$ cat src/rtl/spi_pkg.sv
// Shared definitions for the SPI target.
//   state_t      : target FSM states (IDLE, SHIFT, HOLD)
//   SPI_DATA_W   : default frame length in bits
//   SYNC_STAGES  : flop count of each input synchronizer (excluding the delay flop)
package spi_pkg;

    typedef enum logic [1:0] {
        IDLE  = 2'd0,
        SHIFT = 2'd1,
        HOLD  = 2'd2
    } state_t;

    localparam int SPI_DATA_W  = 16;
    localparam int SYNC_STAGES = 2;

endpackage

$ cat src/rtl/spi_target_if.sv
// SPI bus pins between a master and this target.
//   sclk, cs_l, mosi : driven by the master
//   miso, miso_oe    : driven by the target
//   modport master   : master side of the bus
//   modport slave    : target side of the bus
interface spi_target_if;

    logic sclk;
    logic cs_l;
    logic mosi;
    logic miso;
    logic miso_oe;

    modport master (output sclk, output cs_l, output mosi, input miso, input miso_oe);
    modport slave  (input sclk, input cs_l, input mosi, output miso, output miso_oe);

endinterface

$ cat src/rtl/spi_sync_edge.sv
// Input synchronizer with edge detection for one asynchronous pin.
// A SYNC_STAGES-deep flop chain brings the pin into the clk domain; a
// further delay flop holds the previous synchronized level so rise/fall
// strobes are single-cycle and combinational from flops only.
//   clk, reset : system clock, async active-low reset
//   din        : raw asynchronous pin
//   dout       : synchronized level
//   rise, fall : one-cycle strobes on synchronized transitions
//   RST_VAL    : idle level of the pin, loaded on reset so no false edge
//                is seen when reset releases on an idle bus
module spi_sync_edge
    import spi_pkg::*;
#(
    parameter logic RST_VAL = 1'b0
) (
    input  logic clk,
    input  logic reset,
    input  logic din,
    output logic dout,
    output logic rise,
    output logic fall
);

    logic [SYNC_STAGES-1:0] chain;
    logic                   dly;

    always_ff @(posedge clk or negedge reset) begin
        if (!reset) begin
            chain <= {SYNC_STAGES{RST_VAL}};
            dly   <= RST_VAL;
        end else begin
            chain <= {chain[SYNC_STAGES-2:0], din};
            dly   <= chain[SYNC_STAGES-1];
        end
    end

    assign dout = chain[SYNC_STAGES-1];
    assign rise =  dout & ~dly;
    assign fall = ~dout &  dly;

endmodule

$ cat src/rtl/spi_target.sv
// SPI mode-0 target. Oversamples the bus on clk, receives one DATA_W-bit
// frame per chip-select window and returns a word captured at frame start.
//   clk, reset : system clock, async active-low reset
//   bus        : SPI pins (slave modport): sclk, cs_l, mosi in; miso, miso_oe out
//   tx_data    : response word, sampled on the cs_l fall strobe only
//   rx_data    : last complete received word, held until the next one
//   rx_valid   : one-cycle pulse when rx_data updates
//   frame_err  : one-cycle pulse when cs_l rises before a full frame
//   busy       : high from frame start until cs_l release
// Build option: define SPI_TARGET_LSB_FIRST_EN for LSB-first shifting in
// both directions; default is MSB first.
module spi_target
    import spi_pkg::*;
#(
    parameter int DATA_W = SPI_DATA_W
) (
    input  logic              clk,
    input  logic              reset,
    spi_target_if.slave       bus,
    input  logic [DATA_W-1:0] tx_data,
    output logic [DATA_W-1:0] rx_data,
    output logic              rx_valid,
    output logic              frame_err,
    output logic              busy
);

    localparam int               CNT_W   = $clog2(DATA_W) + 1;
    localparam logic [CNT_W-1:0] CNT_MAX = CNT_W'(DATA_W);

    // Synchronized pins and edge strobes
    logic sclk_s, sclk_rise, sclk_fall;
    logic cs_s, cs_rise, cs_fall;
    logic mosi_s, mosi_rise_unused, mosi_fall_unused;

    spi_sync_edge #(.RST_VAL(1'b0)) u_sync_sclk (
        .clk(clk), .reset(reset), .din(bus.sclk),
        .dout(sclk_s), .rise(sclk_rise), .fall(sclk_fall)
    );

    spi_sync_edge #(.RST_VAL(1'b1)) u_sync_cs (
        .clk(clk), .reset(reset), .din(bus.cs_l),
        .dout(cs_s), .rise(cs_rise), .fall(cs_fall)
    );

    spi_sync_edge #(.RST_VAL(1'b0)) u_sync_mosi (
        .clk(clk), .reset(reset), .din(bus.mosi),
        .dout(mosi_s), .rise(mosi_rise_unused), .fall(mosi_fall_unused)
    );

    // The last received bit goes straight into rx_data, so the receive
    // register only ever holds DATA_W-1 bits.
    state_t            state, state_nx;
    logic [DATA_W-1:0] tx_sr, tx_nx;
    logic [DATA_W-2:0] rx_sr, rx_nx;
    logic [CNT_W-1:0]  cnt, cnt_nx;
    logic [DATA_W-1:0] rx_data_nx;
    logic              rx_valid_nx, frame_err_nx;
    logic [DATA_W-1:0] rx_shift, tx_shift;
    logic              tx_bit;

`ifdef SPI_TARGET_LSB_FIRST_EN
    assign rx_shift = {mosi_s, rx_sr};
    assign tx_shift = {1'b0, tx_sr[DATA_W-1:1]};
    assign tx_bit   = tx_sr[0];
`else
    assign rx_shift = {rx_sr, mosi_s};
    assign tx_shift = {tx_sr[DATA_W-2:0], 1'b0};
    assign tx_bit   = tx_sr[DATA_W-1];
`endif

    always_ff @(posedge clk or negedge reset) begin
        if (!reset) begin
            state     <= IDLE;
            tx_sr     <= '0;
            rx_sr     <= '0;
            cnt       <= '0;
            rx_data   <= '0;
            rx_valid  <= 1'b0;
            frame_err <= 1'b0;
        end else begin
            state     <= state_nx;
            tx_sr     <= tx_nx;
            rx_sr     <= rx_nx;
            cnt       <= cnt_nx;
            rx_data   <= rx_data_nx;
            rx_valid  <= rx_valid_nx;
            frame_err <= frame_err_nx;
        end
    end

    always_comb begin
        state_nx     = state;
        tx_nx        = tx_sr;
        rx_nx        = rx_sr;
        cnt_nx       = cnt;
        rx_data_nx   = rx_data;
        rx_valid_nx  = 1'b0;
        frame_err_nx = 1'b0;
        case (state)
            IDLE: begin
                if (cs_fall) begin
                    tx_nx    = tx_data;
                    rx_nx    = '0;
                    cnt_nx   = '0;
                    state_nx = SHIFT;
                end
            end
            SHIFT: begin
                // Chip-select release takes priority over a coincident
                // sclk rise: the bit is dropped and the frame is short.
                if (cs_rise) begin
                    if (cnt < CNT_MAX)
                        frame_err_nx = 1'b1;
                    state_nx = IDLE;
                end else begin
                    if (sclk_rise) begin
                        rx_nx  = rx_shift[DATA_W-2:0];
`ifdef SPI_TARGET_LSB_FIRST_EN
                        rx_nx  = rx_shift[DATA_W-1:1];
`endif
                        cnt_nx = cnt + CNT_W'(1);
                        if (cnt_nx == CNT_MAX) begin
                            rx_data_nx  = rx_shift;
                            rx_valid_nx = 1'b1;
                            state_nx    = HOLD;
                        end
                    end
                    if (sclk_fall)
                        tx_nx = tx_shift;
                end
            end
            HOLD: begin
                if (cs_rise)
                    state_nx = IDLE;
            end
            default: state_nx = IDLE;
        endcase
    end

    assign bus.miso    = (state == SHIFT) ? tx_bit : 1'b0;
    assign bus.miso_oe = (state != IDLE);
    assign busy        = (state != IDLE);

endmodule

$ cat src/flat_wrapper.sv
// flat-port wrapper written by rule: the top's interface ports become plain ports
module spi_target_flat import spi_pkg::*;
#(
    parameter int DATA_W = SPI_DATA_W
)
  (clk, reset, tx_data, rx_data, rx_valid, frame_err, busy, bus_sclk, bus_cs_l, bus_mosi, bus_miso, bus_miso_oe);
  spi_target_if bus_i ();
  input  logic clk;
  input  logic reset;
  input  logic [DATA_W-1:0] tx_data;
  output logic [DATA_W-1:0] rx_data;
  output logic rx_valid;
  output logic frame_err;
  output logic busy;
  input wire logic [$bits(bus_i.sclk)-1:0] bus_sclk;
  input wire logic [$bits(bus_i.cs_l)-1:0] bus_cs_l;
  input wire logic [$bits(bus_i.mosi)-1:0] bus_mosi;
  output wire logic [$bits(bus_i.miso)-1:0] bus_miso;
  output wire logic [$bits(bus_i.miso_oe)-1:0] bus_miso_oe;
  assign bus_i.sclk = bus_sclk;
  assign bus_i.cs_l = bus_cs_l;
  assign bus_i.mosi = bus_mosi;
  assign bus_miso = bus_i.miso;
  assign bus_miso_oe = bus_i.miso_oe;
  spi_target #(.DATA_W(DATA_W)) u_core (.clk(clk), .reset(reset), .bus(bus_i), .tx_data(tx_data), .rx_data(rx_data), .rx_valid(rx_valid), .frame_err(frame_err), .busy(busy));
endmodule
$ cat config.mk
export PLATFORM = sky130hd
export DESIGN_NAME = spi_target_flat
export DESIGN_NICKNAME = d
export VERILOG_FILES = /design/src/rtl/spi_pkg.sv /design/src/rtl/spi_target_if.sv /design/src/rtl/spi_sync_edge.sv /design/src/rtl/spi_target.sv /design/src/flat_wrapper.sv
export SDC_FILE = /design/constraint.sdc
export NUM_CORES = 1
export LEC_CHECK = 0
export CORE_MARGIN = 2
export CORE_UTILIZATION = 53
export DETAILED_ROUTE_END_ITERATION = 10
export DONT_BUFFER_PORTS = 1
export GPL_TIMING_DRIVEN = 0
export PLACE_DENSITY = 0.71
export SYNTH_ARGS = -nofsm -noshare
export SYNTH_HDL_FRONTEND = slang
export SYNTH_HIERARCHICAL = 1
export SYNTH_SLANG_ARGS = --single-unit
$ cat constraint.sdc
create_clock -name clk -period 1.6 [get_ports clk]
set_input_delay 0.24 -clock clk [delete_from_list [all_inputs] [get_ports clk]]
set_output_delay 0.24 -clock clk [all_outputs]
set_load 0.02 [all_outputs]
Word-level counts from Yosys, hierarchy flattened
Index checks and enable logic that the tools add are counted.
Cells by class
  add/sub/neg operators: 1
  $mul: 0
  div/mod/pow operators: 0
  $lt $le $gt $ge: 1
  equal/unequal tests: 10
  shift-type cells: 0
  muxes and demuxes: 26
  bitwise operators: 9
  reductions and logical operators: 7
Operators with widths (number)
  $mux 16: 3
  $mux 15: 3
  $pmux 16 s2: 1
  $pmux 15 s2: 1
  $reduce_and 4->1: 4
  $mux 5: 3
  $mux 2: 5
  $pmux 5 s2: 1
  $mux 1: 8
  $ne 2x1->1 const B: 4
  $ne 3x1->1 const B: 2
  $pmux 2 s3: 1
  $add 5x1->5 const B: 1
  $eq 5x5->1 const B: 1
  $lt 5x5->1 const B: 1
  $not 1->1: 5
  $and 1x1->1: 4
  $reduce_bool 2->1: 2
  $eq 2x1->1 const B: 1
  $eq 2x2->1 const B: 1
  $logic_not 2->1: 1
  $ne 2x2->1 const B: 1
Storage, ports and cells
  register bits: 64
  latch bits: 0
  bits in writable memories: 0
  ROM bits: 0
  input bits: 21
  output and inout port bits: 21
  word-level logic and storage cells: 66
  memories: 0

Depth between registers and ports, before layout
Gate-level depths: netlist (run 1).
  depth after elaboration: 6
  mapped depth: 7
  mapped depth without buffers: 5

Hierarchy
The synthesis (run 1) kept the hierarchy.
Modules (own cells, without submodules)
  spi_target: instances 1, cells an instance 236, area an instance 2431.1 um^2, sequential area each 1401.3 um^2
  spi_sync_edge at u_core.u_sync_mosi ...: instances 2, cells an instance 5, area an instance 90.1 um^2, sequential area each 75.1 um^2
  spi_sync_edge at u_core.u_sync_cs: instances 1, cells an instance 5, area an instance 93.8 um^2, sequential area each 78.8 um^2

Worst setup path before layout (run 1)
Ideal clock, no wire load.
  kind: register -> register
  from: register u_core.cnt[0]
  to: register u_core.rx_data[1]
  setup time: 0.125 ns
  data arrival time: 1.682 ns
  data required time: 1.475 ns
  slack: -0.207 ns
  stages on the path, launching flop included: 7
  path buffers: 1
  period minus slack after synthesis: 1.807 ns
  cell sequence: dfrtp_1 ha_1 and4bb_2 o2bb2ai_2 nand3_4 buf_6 mux2_4
Between the ends
  cells in the longest elaborated chain, start to end: 3
RTL lines
  from (decl): RTL line spi_target.sv:55  | logic [CNT_W-1:0] cnt, cnt_nx;
  from (signal assigned): RTL line spi_target.sv:84  | cnt <= cnt_nx;
  $add 5x1->5: RTL line spi_target.sv:121  | cnt_nx = cnt + CNT_W'(1);
  $eq 5x5->1: RTL line spi_target.sv:122  | if (cnt_nx == CNT_MAX) begin
  $reduce_and 4->1 (no line)
  to (signal assigned): RTL line spi_target.sv:85  | rx_data <= rx_data_nx;
  to (decl): RTL line spi_target.sv:21  | output logic [DATA_W-1:0] rx_data,
Every way passes these cells.
A chain may end at the register's enable or synchronous reset.

Final worst setup path (run 1)
Same ends and word-level chain as after synthesis.

==> results.cfg, run 1 <==
[worst_hold_path]
hold_class = input port to asynchronous set/reset pin

[sta]
max_freq_mhz = 571
fin_crit_sh_pct = 109
post-route-min-period_ps = 1750
rsz0062_at_grt = yes
setup_slack_ps = -151
worst_pin_slew_ps = 354
holdWs_ps = -399
hold_viol = 64
skew_ps = 10.2
slew_headroom_pct = 76.3
setup_viol = 16
drv_slew = 0

[drt]
wl_um = 5240
wl_per_cell_um = 15.2
vias_per_cell = 5.36
route.detailed.drc = 0
antenna_left = 0
first_iter_violations = 158
vias = 1843
firstDrtPassIters = 4

[critical_path]
crit_chain = ha_4, and4bb_2, o2bb2ai_4, nand3_4, buf_12, mux2_4
worstPathArrival_ps = 1960
critPathCaptureType = flip-flop
crit_path_max_fanout = 10
cp.required_ps = 1810
start_kind = flip-flop
crit_slowest_cell = dfrtp_2
path_class = flip-flop to flip-flop
cp_slowest_stage_delay_ps = 440

[power]
p_sw_w = 0.00114
internal-power_w = 0.00293
seq_power_share_pct = 48.9
ir_drop_mv = 0.772
p_leak_nw = 1.48
p_clk_share_pct = 33.3
powerDensity_mw_per_mm2 = 1290
power.share.switching_pct = 28.0
combPwrFrac_pct = 17.8

[cts]
clockBufferDepth = 2
cts_hold_buf = 3
clk_pin_slew_ps = 70
cts_sinks = 64
cts-buffers-inserted = 9
tritoncts = done
cts_root_buffer = clkbuf_8
cts-htree-levels = 3
clock_latency_ps = 330

[cells_and_area]
nets = 295
final.fill_count = 386
layout-drive-gt1-share_pct = 27.4
final_common_cell = nand2_1
fin_cells = 344
antennaDiodeCount = 0
areaGrowthSynthToFinish_pct = 19.0
utilization_pct = 66.2
layout_common_cells = nand2_1 (64), dfrtp_1 (59), nor2_1 (17)

[floorplan]
die_area_mm2 = 0.00561
dieWidth_um = 74.9
rows = 25
ios = 42
die_h_um = 74.9
core-area_mm2 = 0.00479
start_util_pct = 55.7

[placed_design]
dp_hpwl_um = 3230
gp_congestion = 0.811
io_buffers = 0
dp_cells = 315

[global_routing]
antenna_found_initial = 0
grt_max_degree = 65
grt_pass1_wl_um = 8560
grt_pass1_vias = 1820
grt_overflow = 0
grt_usage_pct = 20.5

[synthesis]
syn-instance-count = 248
synth.yosys.warnings = 6
synth_area_mm2 = 0.00267
synth.avg_cell_area_um2 = 10.7
syn_nets = 271

[run_status]
outcome = complete, but fails checks
violations = hold timing, setup timing

[job]
cap_violations = 0
[timing repair]
item                       CTS  global route
gates cloned                 1             0
hold endpoints to repair    67            64
setup endpoints to repair   54            53
pin swaps                    3             2
gates resized for setup     22            30
setup buffers                6             4
[worst max-delay path: cells and delay by family (launching register included)]
| kind | cells | cell delay [ps] |
|---|---|---|
| flops | 1 | 440 |
| simple gates | 2 | 420 |
| mux | 1 | 300 |
| fa+ha+maj | 1 | 180 |
| buf+inv | 1 | 170 |
| compound gates | 1 | 130 |
[metrics by stage]
step	hold WS, ps	setup WS [ps]	total power [W]	setup TNS (ps)	cell area [µm²]
3_3_place_gp	-54.0	-259	0.00256	-7920	2760
5_1_grt	-420	-197	0.00431	-2750	3170
4_1_cts	-414	-131	0.00406	-1910	3090
2_1_floorplan	-55.6	-157	0.00244	-1250	2670
3_5_place_dp	-53.8	-287	0.00259	-8810	2760
6_report	-399	-151	0.00407	-1950	3170
[power by group through the flow]
stage               Combinational [W]  Clock (W)  Sequential (W)
floorplan                    0.000458          0         0.00198
global route                 0.000818    0.00147         0.00202
detailed placement           0.000569          0         0.00202
CTS                          0.000695    0.00139         0.00198
finish                       0.000724    0.00136         0.00199
global placement             0.000552          0         0.00201
[state kept, by name (all words and copies together), names as in the netlist]
register / cells
u_core/state: 2
u_core/u_sync_mosi/chain: 2
u_core/tx_sr: 16
u_core/u_sync_cs/chain: 2
u_core/rx_sr: 15
u_core/u_sync_cs/dly: 1
u_core/rx_valid: 1
u_core/u_sync_sclk/dly: 1
u_core/frame_err: 1
u_core/cnt: 5
u_core/rx_data: 16
u_core/u_sync_sclk/chain: 2
[cell type report]
class / instances / area (µm²) / share of cell area (%)
Buffer: 14 / 110 / 3.47
Clock buffer: 11 / 141 / 4.46
Clock inverter: 5 / 56.3 / 1.78
Inverter: 3 / 11.3 / 0.355
Multi-Input combinational cell: 166 / 1040 / 32.9
Sequential cell: 64 / 1610 / 50.7
Tap cell: 67 / 83.8 / 2.64
Timing Repair Buffer: 14 / 118 / 3.71
[final timing paths]
check | from | endpoint | slack (ps) | cells past startpoint
max | u_core/cnt[0]$_DFFE_PN0P_ | u_core/rx_data[1]$_DFFE_PN0P_ | -150 | 6
min | reset | u_core/rx_data[6]$_DFFE_PN0P_ | -400 | 0
max reg2reg | u_core/cnt[0]$_DFFE_PN0P_ | u_core/rx_data[1]$_DFFE_PN0P_ | -150 | 6
min reg2reg | u_core/u_sync_mosi/chain[0]$_DFF_PN0_ | u_core/u_sync_mosi/chain[1]$_DFF_PN0_ | 350 | 0
max in group asynchronous | reset | u_core/u_sync_cs/dly$_DFF_PN1_ | 1800 | 0
min in group clk | tx_data[2] | u_core/tx_sr[2]$_DFFE_PN0P_ | 50 | 2
[metal layers]
layer  share of wire, %  GRT usage (%)  vias up
li1                   -              -      877
met4                1.3           8.93        0
met2                 49           32.2       37
met1                 45           27.6      921
met3                5.0           4.82        8
met5                  0              0        -
(Power assumes the default switching activity.)
==> run 2, diff against run 1 <==
--- a/config.mk
+++ b/config.mk
@@ -5,7 +5,7 @@
 export SDC_FILE = /design/constraint.sdc
 export NUM_CORES = 1
 export LEC_CHECK = 0
-export CORE_MARGIN = 2
+export CORE_MARGIN = 5
 export CORE_UTILIZATION = 53
 export DETAILED_ROUTE_END_ITERATION = 10
 export DONT_BUFFER_PORTS = 1
==> results.cfg, run 2 (synthesis results as in run 1) <==
[run_status]
outcome = complete, but fails checks
violations = hold timing, setup timing

[sta]
skew_ps = 12.2
rsz0062_at_grt = yes
slew_headroom_pct = 71.8
fin_crit_sh_pct = 110
max_freq_mhz = 567
hold_viol = 64
post-route-min-period_ps = 1760
drv_slew = 0
worst_pin_slew_ps = 422
setup_viol = 17
holdWs_ps = -410
setup_slack_ps = -164

[cts]
cts_root_buffer = clkbuf_8
clock_latency_ps = 340
tritoncts = done
cts_sinks = 64
cts-buffers-inserted = 9
clockBufferDepth = 2
cts_hold_buf = 3
cts-htree-levels = 3
clk_pin_slew_ps = 70

[floorplan]
core-area_mm2 = 0.00482
rows = 25
die_h_um = 80.9
ios = 42
dieWidth_um = 80.9
start_util_pct = 55.3
die_area_mm2 = 0.00655

[cells_and_area]
nets = 295
final_common_cell = nand2_1
layout_common_cells = nand2_1 (64), dfrtp_1 (59), nor2_1 (17)
antennaDiodeCount = 0
layout-drive-gt1-share_pct = 26.4
areaGrowthSynthToFinish_pct = 20.1
reg_top3 = u_core/rx_data (16), u_core/tx_sr (16), u_core/rx_sr (15)

[worst_hold_path]
hold_class = input port to asynchronous set/reset pin

[job]
cap_violations = 0

[drt]
first_iter_violations = 140
antenna_left = 0
vias_per_cell = 5.39
firstDrtPassIters = 4
route.detailed.drc = 0
wl_um = 5220
vias = 1855
wl_per_cell_um = 15.2

[global_routing]
grt_max_degree = 65
grt_pass1_vias = 1780
grt_overflow = 0
grt_pass1_wl_um = 8720
grt_use_met3_pct = 7.43
grt_usage_pct = 17.9
grt_use_met1_pct = 23.8
use_met2_pct = 26.2
antenna_found_initial = 0
busiest_layer = met2

[placed_design]
dp_hpwl_um = 3330
place_ws_ps = -316
gp_congestion = 0.830
io_buffers = 0

[critical_path]
cp_slowest_stage_delay_ps = 420
crit_path_max_fanout = 10
start_kind = flip-flop
critPathCaptureType = flip-flop
path_class = flip-flop to flip-flop
crit_slowest_cell = dfrtp_1
path_buf_inv = 1
path_delay_family = simple AND/OR/NAND/NOR gates
crit_chain = ha_2, and4bb_2, o2bb2ai_4, nand3_4, buf_12, mux2_4
cp.required_ps = 1820
worstPathArrival_ps = 1980

[power]
ir_drop_mv = 0.745
internal-power_w = 0.00299
p_clk_share_pct = 33.7
seq_power_share_pct = 48.5
p_sw_w = 0.00112
combPwrFrac_pct = 17.8
power.share.switching_pct = 27.2
powerDensity_mw_per_mm2 = 1280
p_leak_nw = 1.50
run 2: power groups by stage:
| stage | combinational, W | sequential, W | clock [W] |
|---|---|---|---|
| 2_1_floorplan | 0.000458 | 0.00198 | 0 |
| 3_3_place_gp | 0.000549 | 0.00201 | 0 |
| 3_5_place_dp | 0.000565 | 0.00202 | 0 |
| 4_1_cts | 0.000673 | 0.00199 | 0.00143 |
| 5_1_grt | 0.000818 | 0.00203 | 0.00150 |
| 6_report | 0.000733 | 0.00199 | 0.00139 |
run 2: timing repair:
action	in CTS	in global routing
pin swaps	5	1
cloned	0	2
hold endpoints to repair	67	64
buffers inserted	6	3
gates resized for setup	26	24
endpoints found under the setup margin	55	54
run 2: per-layer routing:
| metal | wire, µm | share of wire, % | vias up |
|---|---|---|---|
| li1 | - | - | 883 |
| met5 | 0 | 0 | - |
| met2 | 2510 | 48 | 43 |
| met4 | 74 | 1.4 | 0 |
| met3 | 235 | 4.5 | 6 |
| met1 | 2400 | 46 | 923 |
run 2: path summary, 6_finish.rpt:
kind / start / cells past startpoint / slack (ps) / to
setup / recovery: u_core/cnt[1]$_DFFE_PN0P_ / 6 / -160 / u_core/rx_data[8]$_DFFE_PN0P_
hold / removal: reset / 0 / -410 / u_core/state[1]$_DFFE_PN0P_
setup reg to reg: u_core/cnt[1]$_DFFE_PN0P_ / 6 / -160 / u_core/rx_data[8]$_DFFE_PN0P_
hold reg to reg: u_core/u_sync_sclk/chain[0]$_DFF_PN0_ / 0 / 350 / u_core/u_sync_sclk/chain[1]$_DFF_PN0_
max in group asynchronous: reset / 0 / 1830 / u_core/u_sync_cs/chain[0]$_DFF_PN1_
min in group clk: tx_data[0] / 2 / 30 / u_core/tx_sr[0]$_DFFE_PN0P_
run 2: cell type report:
class | instances | area [µm²]
clock inverters | 3 | 40.0
plain buffers | 14 | 130
well taps | 67 | 83.8
repair buffers | 14 | 138
inverters | 3 | 11.3
multi-input cells | 166 | 1030
clock buffers | 13 | 159
flip-flops and latches | 64 | 1610
fillers | 392 | 1620
run 2: worst register-to-register path, delay by kind of cell, from the launching register on:
kind                     cells  cell delay, ps
AND/OR/NAND/NOR              2             430
buffers and inverters        1             170
AO/OA/AOI/OAI                1             140
multiplexers                 1             290
adder cells (fa/ha/maj)      1             200
flip-flops                   1             420
run 2: through the flow:
stage / cells / setup TNS [ps] / cell area [µm²] / util, % / total power [W]
6_report: 344 / -2310 / 3200 / 66.5 / 0.00411
5_1_grt: 344 / -3240 / 3200 / 66.5 / 0.00435
4_1_cts: 340 / -2210 / 3110 / 64.6 / 0.00409
3_5_place_dp: 315 / -10040 / 2760 / 57.2 / 0.00258
3_3_place_gp: 315 / -8670 / 2760 / 57.2 / 0.00256
2_1_floorplan: 248 / -1250 / 2670 / - / 0.00244
==> edit 1: new RTL, flow settings as in run 1 <==
Put a register stage on the output `busy`. The value now appears one clock later. The other outputs are not delayed to match.
--- a/src/rtl/spi_target.sv
+++ b/src/rtl/spi_target.sv
@@ -139,7 +139,9 @@
 
     assign bus.miso    = (state == SHIFT) ? tx_bit : 1'b0;
     assign bus.miso_oe = (state != IDLE);
-    assign busy        = (state != IDLE);
+    always_ff @(posedge clk) begin
+        busy <= (state != IDLE);
+    end
 
 endmodule
 
Formal check against the unedited RTL: not equivalent (Yosys sat finds a counterexample within 4 cycles, from zero or initial values and one cycle with reset low).
==> edit 1 against run 1 <==
The run still ends with negative hold slack, negative setup slack left; wire length increased by 8.1%; total power up 7.1%; final area grew 7.8%; setup slack improved by 12 ps; first-iteration DRC count fell by 15%; critical path type unchanged; largest power group unchanged; synthesized area increased by 0.47%; sequential cell count grew 1.
==> edit 1: results (changes against run 1) <==
* Status: finished with violations (unchanged)
* Failing checks: negative hold slack, negative setup slack (unchanged)
* Final Hold Fails at 64 (unchanged)
* Hold WS at -404 ps (was -399 ps)
* Routed wl met2 at 2.82 mm (was 2.57 mm)
* Power in sequential cells at 2.05 mW (was 1.99 mW)
* Share of cells above drive strength 1 at 36.4% (was 27.4%)
* Worst Clk Skew at 7.87 ps (was 10.2 ps)
* Non-clock buffers, area share at 10.5% (was 7.18%)
* Vias in the first global route at 1752 (was 1820)
* First-pass GRT wire length at 8.22 mm (was 8.56 mm)
* Worst path arrival time at 1960 ps (about the same)
* # nets final at 302 (was 295)
* Fill cells at 337 (was 386)
* Met2 Use GR at 28.8% (was 32.2%)
* Worst ir drop on vdd at 0.796 mV (was 0.772 mV)
* Worst Setup EP: u_core/rx_data[6]$_DFFE_PN0P_ (was u_core/rx_data[1]$_DFFE_PN0P_)
* FFs & Latches at 65 (was 64)
* Clk tree area frac at 6.15% (was 6.24%)
* M1 GR Usage at 27.0% (was 27.6%)
* Register area at 1630 sq um (was 1610 sq um)
* Met1 wire length at 2.48 mm (was 2.34 mm)
* Final TNS setup at -1930 ps (was -1950 ps)
* Initial DRC count at 134 (was 158)
* GP Congestion at 0.837 (was 0.811)
* Multi-input combinational area share at 32.9% (about the same)
* GRT Total Usage at 20.0% (was 20.5%)
* Clk_buf instances at 12 (was 11)
* DP Wirelength at 3.16 mm (was 3.23 mm)
* Buffers excl. clock at 34 (was 28)
* Grt met3 use at 7.63% (was 4.82%)
* Avg WL per Cell at 16.2 um (was 15.2 um)
* Setup ws final at -140 ps (was -151 ps)
* Reg2reg start: u_core/cnt[1]$_DFFE_PN0P_ (was u_core/cnt[0]$_DFFE_PN0P_)
* Via Count at 1905 (was 1843)
* Final setup fails at 18 (was 16)
* Combinational Power at 822 uW (was 724 uW)
* Psw at 1.19 mW (was 1.14 mW)
* Worst-margin pin slew at 267 ps (was 354 ps)
* Clock group at 1.50 mW (was 1.36 mW)
* Multi-input gate count at 166 (unchanged)
## edit 1: cell count changes in the layout (fill, tap and decap cells not counted), sizes merged
cell | run 1 | this run
bufinv | 1 | 2
clkinvlp | 1 | 0
clkinv | 3 | 1
clkbuf | 17 | 20
buf | 19 | 23
dfxtp | 0 | 1
## edit 1: timing repair
item,CTS,global route
cloned,1,3
endpoints found under the setup margin,55,50
endpoints found under the hold margin,67,64
resized for setup,26,78
setup buffers,6,7
pin swaps,4,10
## edit 1: per-stage QoR
step	cell area [sq um]	cells
3_5_place_dp	2770	315
6_report	3420	350
4_1_cts	3130	340
3_3_place_gp	2770	315
5_1_grt	3420	350
2_1_floorplan	2680	248
## edit 1: critical path: cells and delay by family (launching register included)
family / cells / cell delay [ps]
flip-flops: 1 / 450
AND/OR/NAND/NOR: 2 / 400
multiplexers: 1 / 290
adder cells (fa/ha/maj): 1 / 170
buffers and inverters: 1 / 170
AO/OA/AOI/OAI: 1 / 140
==> edit 2: new RTL, settings of run 1 <==
Without the edit above. The package constant `SPI_DATA_W` goes from 16 to 32.
--- a/src/rtl/spi_pkg.sv
+++ b/src/rtl/spi_pkg.sv
@@ -10,7 +10,7 @@
         HOLD  = 2'd2
     } state_t;
 
-    localparam int SPI_DATA_W  = 16;
+    localparam int SPI_DATA_W  = 32;
     localparam int SYNC_STAGES = 2;
 
 endpackage
Interface: changed (resized rx_data and tx_data); port bits go from 42 to 74. No check against the original RTL was run, so the function may have changed too.
==> edit 2 against run 1 <==
The run still ends with negative hold slack, negative setup slack left; cell count up 60%; total power up 110%; synthesized area up 76%; synthesized cell count up 41%; wire length up 97%; final area up 100%; combinational power up 89%; sequential cell count up 49; clock skew down 1.4 ps; setup slack worse by 11 ps; critical endpoint is now bus_miso; highest routed layer unchanged.
==> edit 2: results (changes against run 1) <==
* Routed wl met2 at 5.18 mm (was 2.57 mm)
* Ys Warns at 6 (unchanged)
* DR top layer: met4 (unchanged)
* Vias in the first global route at 3007 (was 1820)
* Max FO, Critical Path at 10 (unchanged)
* Setup ws final at -162 ps (was -151 ps)
* Share of cells above drive strength 1 at 33.5% (was 27.4%)
* Initial DRC count at 126 (was 158)
* Failing checks: negative hold slack, negative setup slack (unchanged)
* Clock latency on the worst-skew pair at 510 ps (was 330 ps)
* Hold WS at -573 ps (was -399 ps)
* Largest registers: u_core/rx_data x32, u_core/tx_sr x32, u_core/rx_sr x31 (was u_core/rx_data x16, u_core/tx_sr x16, u_core/rx_sr x15)
* Fill cells at 532 (was 386)
* Initial antenna violation count at 0 (unchanged)
* CTS buffer count at 17 (was 9)
* Total wire length at 10.3 mm (was 5.24 mm)
* Sw Ratio at 25.9% (was 28.0%)
* H-tree Lvls at 4 (was 3)
* GRT Total Usage at 20.7% (was 20.5%)
* Crit-path slowest cell: dfrtp_1 (was dfrtp_2)
* First-pass GRT wire length at 15.5 mm (was 8.56 mm)
* Syn_nets at 389 (was 271)
* Final setup fails at 68 (was 16)
* Max incr delay on CP at 410 ps (was 440 ps)
* CP top delay family: flip-flops (unchanged)
* M1 GR Usage at 27.3% (was 27.6%)
* Worst min path class: input pin to async pin (unchanged)
* Static leakage at 3.02 nW (was 1.48 nW)
* Hold_buf cts at 35 (was 3)
* First-pass DRT Iterations at 4 (unchanged)
* Status: finished with violations (unchanged)
* Met1 wire length at 4.42 mm (was 2.34 mm)
* Worst ir drop on vdd at 0.797 mV (was 0.772 mV)
* PwrDens at 1360 nW/um^2 (was 1290 nW/um^2)
* Resize count post-CTS at 27 (was 22)
* Met2 Use GR at 30.9% (was 32.2%)
* Clock Path Buffers at 2 (unchanged)
* DP Wirelength at 5.34 mm (was 3.23 mm)
* Routed wl met3 at 599 um (was 260 um)
* Worst-margin pin slew at 247 ps (was 354 ps)
* Setup bufs post-CTS at 10 (was 6)
* Vias per inst at 5.59 (was 5.36)
* Final Hold Fails at 113 (was 64)
* Largest net degree at the start of global routing at 114 (was 65)
* Worst path arrival time at 1520 ps (was 1960 ps)
* Max_cap viols at 0 (unchanged)
* Clock-pin slew of the registers on the worst-case setup and hold paths at 50 ps (was 70 ps)
* Root Buffer: clkbuf_8 (unchanged)
* Worst Clk Skew at 8.75 ps (was 10.2 ps)
* GP Congestion at 0.761 (was 0.811)
* Port Buffers at 0 (unchanged)
* Antenna cell count at 0 (unchanged)
* # nets final at 468 (was 295)
* Grt met3 use at 8.16% (was 4.82%)
## edit 2: power groups by stage
stage / Clock (mW) / Sequential (mW) / Combinational (mW)
after global placement: 0 / 3.48 / 0.848
after global routing: 3.94 / 3.55 / 1.49
after detailed placement: 0 / 3.50 / 0.882
after floorplan: 0 / 3.44 / 0.742
final: 3.73 / 3.52 / 1.37
after CTS: 3.77 / 3.46 / 1.05
## edit 2: layout make-up
cell class	instances	area [sq um]	share of cell area [%]
repair buffers	60	627	9.87
flip-flops and latches	113	2840	44.6
multi-input cells	211	1850	29.1
inverters	2	10.0	0.158
well taps	108	135	2.13
clock inverters	13	163	2.56
plain buffers	24	300	4.73
clock buffers	19	432	6.80
## edit 2: through the flow
step | TNS [ps] | worst slack, ps | area (sq um) | total power [mW] | instances
final | -7120 | -162 | 6350 | 8.61 | 550
after CTS | -9780 | -181 | 5960 | 8.28 | 535
after floorplan | -2230 | -74.5 | 4710 | 4.18 | 350
after detailed placement | -18900 | -239 | 4850 | 4.39 | 458
after global routing | -11450 | -220 | 6350 | 8.98 | 550
after global placement | -16340 | -202 | 4850 | 4.33 | 458
## edit 2: worst paths after layout
kind	from	end	slack [ps]	depth (start not counted)
worst max-delay path	u_core/state[0]$_DFFE_PN0P_	bus_miso	-160	4
worst min-delay path	reset	u_core/frame_err$_DFF_PN0_	-570	0
worst max register to register	u_core/u_sync_cs/dly$_DFF_PN1_	u_core/rx_data[30]$_DFFE_PN0P_	-160	5
worst min register to register	u_core/u_sync_sclk/chain[0]$_DFF_PN0_	u_core/u_sync_sclk/chain[1]$_DFF_PN0_	340	0
max in group asynchronous	reset	u_core/u_sync_cs/chain[1]$_DFF_PN1_	1890	0
min in group clk	bus_cs_l	u_core/u_sync_cs/chain[0]$_DFF_PN1_	280	1
